### config.mk
export PLATFORM = sky130hd
export DESIGN_NAME = pc_sequencer_flat
export DESIGN_NICKNAME = d
export VERILOG_FILES = /design/src/rtl/pc_sequencer_if.sv /design/src/rtl/pc_sequencer.sv /design/src/flat_wrapper.sv
export SDC_FILE = /design/constraint.sdc
export NUM_CORES = 1
export LEC_CHECK = 0
export ABC_AREA = 0
export CAP_MARGIN = 20
export CORE_AREA = 2 2 253 255
export CTS_CLUSTER_DIAMETER = 80
export DETAILED_ROUTE_END_ITERATION = 16
export DIE_AREA = 0 0 255 257
export PLACE_DENSITY = 0.46
export SKIP_LAST_GASP = 1
export SYNTH_ARGS = -nofsm -noshare
export SYNTH_HDL_FRONTEND = slang
export SYNTH_SLANG_ARGS = --single-unit
### constraint.sdc
create_clock -name clk -period 1.8 [get_ports clk]
set_input_delay 0.36 -clock clk [delete_from_list [all_inputs] [get_ports clk]]
set_output_delay 0.36 -clock clk [all_outputs]
set_load 0.05 [all_outputs]
### src/rtl/pc_sequencer_if.sv
// Bus bundle between the decoder/ALU side and pc_sequencer: control, branch flags,
// target-LUT write port, sequencer outputs and a debug view of the FSM state.
interface pc_sequencer_if #(
  parameter int PC_W  = 10,
  parameter int LUT_W = 5
);
  logic             start;
  logic             halt;
  logic [2:0]       br_op;
  logic [LUT_W-1:0] tgt_idx;
  logic             beq;
  logic             slt;
  logic             lut_we;
  logic [LUT_W-1:0] lut_waddr;
  logic [PC_W-1:0]  lut_wdata;
  logic [PC_W-1:0]  prog_ctr;
  logic             busy;
  logic             done;
  logic             stack_err;
  logic [1:0]       dbg_state;

  modport master (
    output start, halt, br_op, tgt_idx, beq, slt, lut_we, lut_waddr, lut_wdata,
    input  prog_ctr, busy, done, stack_err, dbg_state
  );

  modport slave (
    input  start, halt, br_op, tgt_idx, beq, slt, lut_we, lut_waddr, lut_wdata,
    output prog_ctr, busy, done, stack_err, dbg_state
  );
endinterface

### src/rtl/pc_sequencer.sv
// Program counter / branch sequencer with a writable branch-target LUT.
// Define PC_RET_STACK_EN to add the call/return stack; otherwise call = jmp, ret = none.
module pc_sequencer #(
  parameter int PC_W        = 10,
  parameter int LUT_W       = 5,
  parameter int STACK_DEPTH = 4
) (
  input  logic            clk,
  input  logic            rst_n,
  pc_sequencer_if.slave   bus
);
  typedef enum logic [1:0] {
    S_IDLE = 2'd0,
    S_RUN  = 2'd1,
    S_DONE = 2'd2
  } state_t;

  localparam int LUT_N = 1 << LUT_W;

  state_t           r_state, w_state_nxt;
  logic [PC_W-1:0]  r_pc, w_pc_nxt, w_pc_inc, w_tgt;
  logic             r_busy, r_done;
  logic             w_restart;
  logic [PC_W-1:0]  r_lut [LUT_N];

  assign w_pc_inc = r_pc + 1'b1;
  assign w_tgt    = r_lut[bus.tgt_idx];

`ifdef PC_RET_STACK_EN
  localparam int SP_W  = $clog2(STACK_DEPTH + 1);
  localparam int IDX_W = (STACK_DEPTH > 1) ? $clog2(STACK_DEPTH) : 1;

  logic [PC_W-1:0]  r_stack [STACK_DEPTH];
  logic [SP_W-1:0]  r_sp;
  logic             r_err;
  logic             w_push, w_pop, w_full, w_empty;
  logic [IDX_W-1:0] w_top_idx, w_push_idx;

  assign w_full     = (r_sp == SP_W'(STACK_DEPTH));
  assign w_empty    = (r_sp == '0);
  assign w_top_idx  = IDX_W'(r_sp - 1'b1);
  assign w_push_idx = IDX_W'(r_sp);
`endif

  always_comb begin
    w_state_nxt = r_state;
    w_pc_nxt    = r_pc;
    w_restart   = 1'b0;
`ifdef PC_RET_STACK_EN
    w_push      = 1'b0;
    w_pop       = 1'b0;
`endif
    case (r_state)
      S_IDLE, S_DONE: begin
        if (bus.start) begin
          w_state_nxt = S_RUN;
          w_pc_nxt    = '0;
          w_restart   = 1'b1;
        end
      end
      S_RUN: begin
        if (bus.start) begin
          w_pc_nxt  = '0;
          w_restart = 1'b1;
        end else if (bus.halt) begin
          w_state_nxt = S_DONE;
        end else begin
          w_pc_nxt = w_pc_inc;
          case (bus.br_op)
            3'b001: if (bus.beq)  w_pc_nxt = w_tgt;
            3'b010: if (!bus.beq) w_pc_nxt = w_tgt;
            3'b011: if (bus.slt)  w_pc_nxt = w_tgt;
            3'b100: w_pc_nxt = w_tgt;
            3'b101: begin
              // Jump is taken even when the push is dropped on a full stack.
              w_pc_nxt = w_tgt;
`ifdef PC_RET_STACK_EN
              w_push   = 1'b1;
`endif
            end
            3'b110: begin
`ifdef PC_RET_STACK_EN
              w_pop = 1'b1;
              if (!w_empty) w_pc_nxt = r_stack[w_top_idx];
`endif
            end
            default: ;
          endcase
        end
      end
      default: begin
        w_state_nxt = S_IDLE;
        w_pc_nxt    = '0;
      end
    endcase
  end

  always_ff @(posedge clk or negedge rst_n) begin
    if (!rst_n) begin
      r_state <= S_IDLE;
      r_pc    <= '0;
      r_busy  <= 1'b0;
      r_done  <= 1'b0;
    end else begin
      r_state <= w_state_nxt;
      r_pc    <= w_pc_nxt;
      r_busy  <= (w_state_nxt == S_RUN);
      r_done  <= (w_state_nxt == S_DONE);
    end
  end

  // Reads see the pre-write contents because the table is a plain register array.
  always_ff @(posedge clk or negedge rst_n) begin
    if (!rst_n) begin
      for (int i = 0; i < LUT_N; i++) r_lut[i] <= '0;
    end else if (bus.lut_we) begin
      r_lut[bus.lut_waddr] <= bus.lut_wdata;
    end
  end

`ifdef PC_RET_STACK_EN
  always_ff @(posedge clk or negedge rst_n) begin
    if (!rst_n) begin
      r_sp  <= '0;
      r_err <= 1'b0;
    end else if (w_restart) begin
      r_sp  <= '0;
      r_err <= 1'b0;
    end else if (w_push) begin
      if (w_full) r_err <= 1'b1;
      else        r_sp  <= r_sp + 1'b1;
    end else if (w_pop) begin
      if (w_empty) r_err <= 1'b1;
      else         r_sp  <= r_sp - 1'b1;
    end
  end

  always_ff @(posedge clk) begin
    if (w_push && !w_full) r_stack[w_push_idx] <= w_pc_inc;
  end

  assign bus.stack_err = r_err;
`else
  // No stack present: the error flag is a constant zero (depth only sizes the optional stack).
  localparam logic NO_STACK_ERR = (STACK_DEPTH < 0);
  assign bus.stack_err = NO_STACK_ERR;
`endif

  assign bus.prog_ctr  = r_pc;
  assign bus.busy      = r_busy;
  assign bus.done      = r_done;
  assign bus.dbg_state = r_state;
endmodule

### src/flat_wrapper.sv
// flat-port wrapper written by rule: the top's interface ports become plain ports
module pc_sequencer_flat 
#(
  parameter int PC_W        = 10,
  parameter int LUT_W       = 5,
  parameter int STACK_DEPTH = 4
)
  (clk, rst_n, bus_start, bus_halt, bus_br_op, bus_tgt_idx, bus_beq, bus_slt, bus_lut_we, bus_lut_waddr, bus_lut_wdata, bus_prog_ctr, bus_busy, bus_done, bus_stack_err, bus_dbg_state);
  pc_sequencer_if #(.PC_W(PC_W), .LUT_W(LUT_W)) bus_i ();
  input  logic clk;
  input  logic rst_n;
  input wire logic [$bits(bus_i.start)-1:0] bus_start;
  input wire logic [$bits(bus_i.halt)-1:0] bus_halt;
  input wire logic [$bits(bus_i.br_op)-1:0] bus_br_op;
  input wire logic [$bits(bus_i.tgt_idx)-1:0] bus_tgt_idx;
  input wire logic [$bits(bus_i.beq)-1:0] bus_beq;
  input wire logic [$bits(bus_i.slt)-1:0] bus_slt;
  input wire logic [$bits(bus_i.lut_we)-1:0] bus_lut_we;
  input wire logic [$bits(bus_i.lut_waddr)-1:0] bus_lut_waddr;
  input wire logic [$bits(bus_i.lut_wdata)-1:0] bus_lut_wdata;
  output wire logic [$bits(bus_i.prog_ctr)-1:0] bus_prog_ctr;
  output wire logic [$bits(bus_i.busy)-1:0] bus_busy;
  output wire logic [$bits(bus_i.done)-1:0] bus_done;
  output wire logic [$bits(bus_i.stack_err)-1:0] bus_stack_err;
  output wire logic [$bits(bus_i.dbg_state)-1:0] bus_dbg_state;
  assign bus_i.start = bus_start;
  assign bus_i.halt = bus_halt;
  assign bus_i.br_op = bus_br_op;
  assign bus_i.tgt_idx = bus_tgt_idx;
  assign bus_i.beq = bus_beq;
  assign bus_i.slt = bus_slt;
  assign bus_i.lut_we = bus_lut_we;
  assign bus_i.lut_waddr = bus_lut_waddr;
  assign bus_i.lut_wdata = bus_lut_wdata;
  assign bus_prog_ctr = bus_i.prog_ctr;
  assign bus_busy = bus_i.busy;
  assign bus_done = bus_i.done;
  assign bus_stack_err = bus_i.stack_err;
  assign bus_dbg_state = bus_i.dbg_state;
  pc_sequencer #(.PC_W(PC_W), .LUT_W(LUT_W), .STACK_DEPTH(STACK_DEPTH)) u_core (.clk(clk), .rst_n(rst_n), .bus(bus_i));
endmodule
==> reports/metrics.csv <==
stage,metric,value,unit
status,outcome,finished with violations,
status,failing checks,setup timing,
global_routing,aggregate global-route resource usage,0.1438,
worst_setup_path,WP data required,2.23,ns
route,DR vias,9764,
cts,CTS max path bufs,3,
finish,post-route insts no fill,2117,
power,"IR drop worst, VDD",590.6,uV
sta,max-slew violations,0,
finish,share of cells above drive strength 1,0.5197,
die,Initial Util,0.2477,
cts,total setup buffers inserted after CTS,0,
yosys,Synth area leader,dfrtp_1,
worst_setup_path,Worst Path Arrival,2.34,ns
yosys,Syn Std Cell Area,15540,um2
yosys,"EDFF count, synth",0,
yosys,Synth area leaders,"dfrtp_1, mux2_2, mux4_2",
yosys,Synth top area share,0.5378,
finish,Util after Layout,0.3167,
job,Max Cap Viol,0,
worst_setup_path,RR Startpoint,u_core.r_lut[244],
yosys,syn_area_per_cell,14.70,um2
global_routing,initial antenna violation count,0,
worst_setup_path,"Max FO, Critical Path",2,
route,routed wire length,45810,um
global_routing,largest net degree at the start of global routing,62,
sta,Final Hold Vio Count,0,
sta,Setup Viol. Count Final,1,
hold_path,min-delay worst type,in -> async,
yosys,commonest register cell after synthesis,dfrtp_1,
route,Post-route DRC,0,
yosys,asr flop ratio synth,1.000,
placed_design,I/O Buffers,43,
cts,CTS tree,yes,
placed_design,dpl cell area,18530,um2
cts,total CTS buffers,40,
sta,worst slew pin tran,0.5106,ns
route,DRT iter0 DRCs,477,
cts,H-Tree Depth,2,
placed_design,Inst Count DP,2044,
global_routing,number of global-route vias before repair,10370,
global_routing,grt total ovfl,0,
placed_design,DP Worst Slack,-0.5949,ns
power,LEAKAGE,8.762,nW
placed_design,HPWL after DPL,31020,um
die,# rows,92,
yosys,Syn Nets,1088,
yosys,#FFs+latches synth,334,
finish,post-route cell area,19870,um2
yosys,Gate Count Post-Synth,1057,
sta,RSZ-0062 raised after global routing,yes,
placed_design,RD Place Congestion,0.8123,
sta,clock period minus worst slack,1.913,ns
route,WL/cell,21.64,um
cts,clk slew on worst S/H paths,0.06,ns
global_routing,first-pass GRT wire length,70430,um
die,total die area,65540,um2
finish,Filler cells,6208,
finish,Area Overhead vs Synth,27.82,%
worst_setup_path,WS Path Type,reg -> reg,
power,cell area power density,1088,nW/um2
die,Core Footprint,62740,um2
worst_setup_path,critical path endpoint category,flip-flop,
yosys,"Seq/Total Area, Yosys",0.5378,
die,die height,257,um
sta,Max Freq,0.5228,GHz
die,Die Width,255,um
power,Total Power,21.62,mW
route,ANT nets after route,0,
worst_setup_path,beginning of the critical path,u_core.r_lut[244],
sta,period utilization,1.063,
cts,Root Driver,clkbuf_16,
route,first-pass iteration count of the detailed router,5,
finish,nets,1272,
yosys,Synth cell types,61,
sta,worst setup margin,-0.1129,ns
cts,clk sinks,334,
sta,clk_skew,0.01915,ns
worst_setup_path,Critical Path Start Type,flip-flop,
route,Vias/cell,4.612,
sta,Slew headroom,0.6596,
cts,Clock Latency Late Sink,0.56,ns
die,I/O Pins,45,
yosys,warnings from Yosys,0,
flip-flops by register name (all words and copies together) (netlist names):
name and count:
u_core.r_lut 320, u_core.bus.prog_ctr 10, u_core.bus.dbg_state 2, u_core.bus.busy 1, u_core.bus.done 1
per-layer routing:
metal  vias to the layer above  global-route usage  share of wire
li1                       4307                   -              -
met1                      5250              0.2197           0.51
met2                       159              0.2122           0.44
met3                        48             0.02387          0.039
met4                         0             0.02989          0.015
met5                         -                   0              0
cell usage after synthesis, types with 4 or more instances:
cell / instances
nand2b_1: 5
mux4_1: 5
mux4_2: 64
o21ai_0: 5
nand3b_1: 4
clkbuf_1: 47
and3_1: 5
nor2b_1: 4
mux2i_1: 31
dfrtp_1: 334
nor2_2: 15
a211oi_1: 5
a221oi_1: 11
nor3b_1: 5
buf_2: 8
mux2_2: 320
a22oi_1: 5
nand3_1: 29
nand2_1: 68
o211ai_1: 6
buf_4: 7
buf_6: 4
nor2_1: 7
a21oi_1: 10
inv_1: 5
power breakdown:
part | leakage [nW] | total [mW] | switching, mW | internal, mW
Combinational | 3.85 | 3.88 | 1.70 | 2.19
Sequential | 4.27 | 9.68 | 0.733 | 8.95
Clock | 0.643 | 8.06 | 3.22 | 4.84
Total | 8.76 | 21.6 | 5.65 | 16.0
metrics by stage:
stage	TNS, ns	hold WS [ns]
after global placement	-115.39	0.2960
final	-0.1129	0.3057
after global routing	-0.1583	0.3131
after detailed placement	-117.79	0.2985
after floorplan	-1.696	0.06441
after CTS	-0.1063	0.2943
critical path: stages, from the launching register on:
cell and delay (ns):
dfrtp_1 0.39, mux4_2 0.52, mux4_2 0.55, nor2_1 0.12, or4_1 0.12, o211ai_1 0.08
cells in the final DEF (no fill, tap or decap), types with 5 or more instances in the layout:
| master | count |
|---|---|
| a21oi_1 | 10 |
| buf_12 | 51 |
| nor3b_1 | 5 |
| buf_4 | 132 |
| mux4_2 | 65 |
| clkbuf_1 | 10 |
| dfrtp_1 | 332 |
| and3_1 | 5 |
| nor2_2 | 15 |
| clkdlybuf4s50_1 | 25 |
| mux2i_1 | 30 |
| clkbuf_16 | 41 |
| nand2_1 | 67 |
| nand3_1 | 29 |
| o211ai_1 | 6 |
| a22oi_1 | 5 |
| a221oi_1 | 11 |
| clkbuf_8 | 9 |
| inv_1 | 5 |
| clkinv_2 | 6 |
| mux2_2 | 320 |
| nor2_1 | 7 |
area by class of cell:
cell class                 instances  area [um2]  area share
clock inverter                    11       115.1    0.005795
multi-input combinational        646        6810      0.3428
antenna                            1       2.502   0.0001260
sequential                       334        8361      0.4209
timing repair buffer             213        2308      0.1162
inverter                           6       22.52    0.001134
tap                              846        1059     0.05328
clock buffer                      60        1187     0.05977
cells by family after synthesis:
kind of cell / synth area share
adders and majority gates: 0.0008050
AOI/OAI and AO/OA: 0.02882
buffers and inverters: 0.02536
muxes: 0.3545
and+or+nand+nor: 0.05137
other: 0.0002413
DFF: 0.5378
xor gates and xnor gates: 0.001127
final timing paths:
path                                      endpoint  slack [ns]  cells after the start
max                         u_core.bus.prog_ctr[4]       -0.11                      5
min                              u_core.r_lut[168]        0.31                      2
max reg2reg                 u_core.bus.prog_ctr[4]       -0.11                      5
min reg2reg                      u_core.r_lut[194]        0.49                      1
max in group asynchronous  u_core.bus.dbg_state[1]        0.79                      4
min in group clk                 u_core.r_lut[194]        0.49                      1
repair_timing:
| action | 4_1_cts | 5_1_grt |
|---|---|---|
| resized for setup | 2 | 5 |
| pin swaps | 0 | 0 |
| setup endpoints to repair | 3 | 45 |
| hold buffers | 1 | 0 |
| hold endpoints to repair | 33 | 0 |
Power figures use the tool's default switching activity.
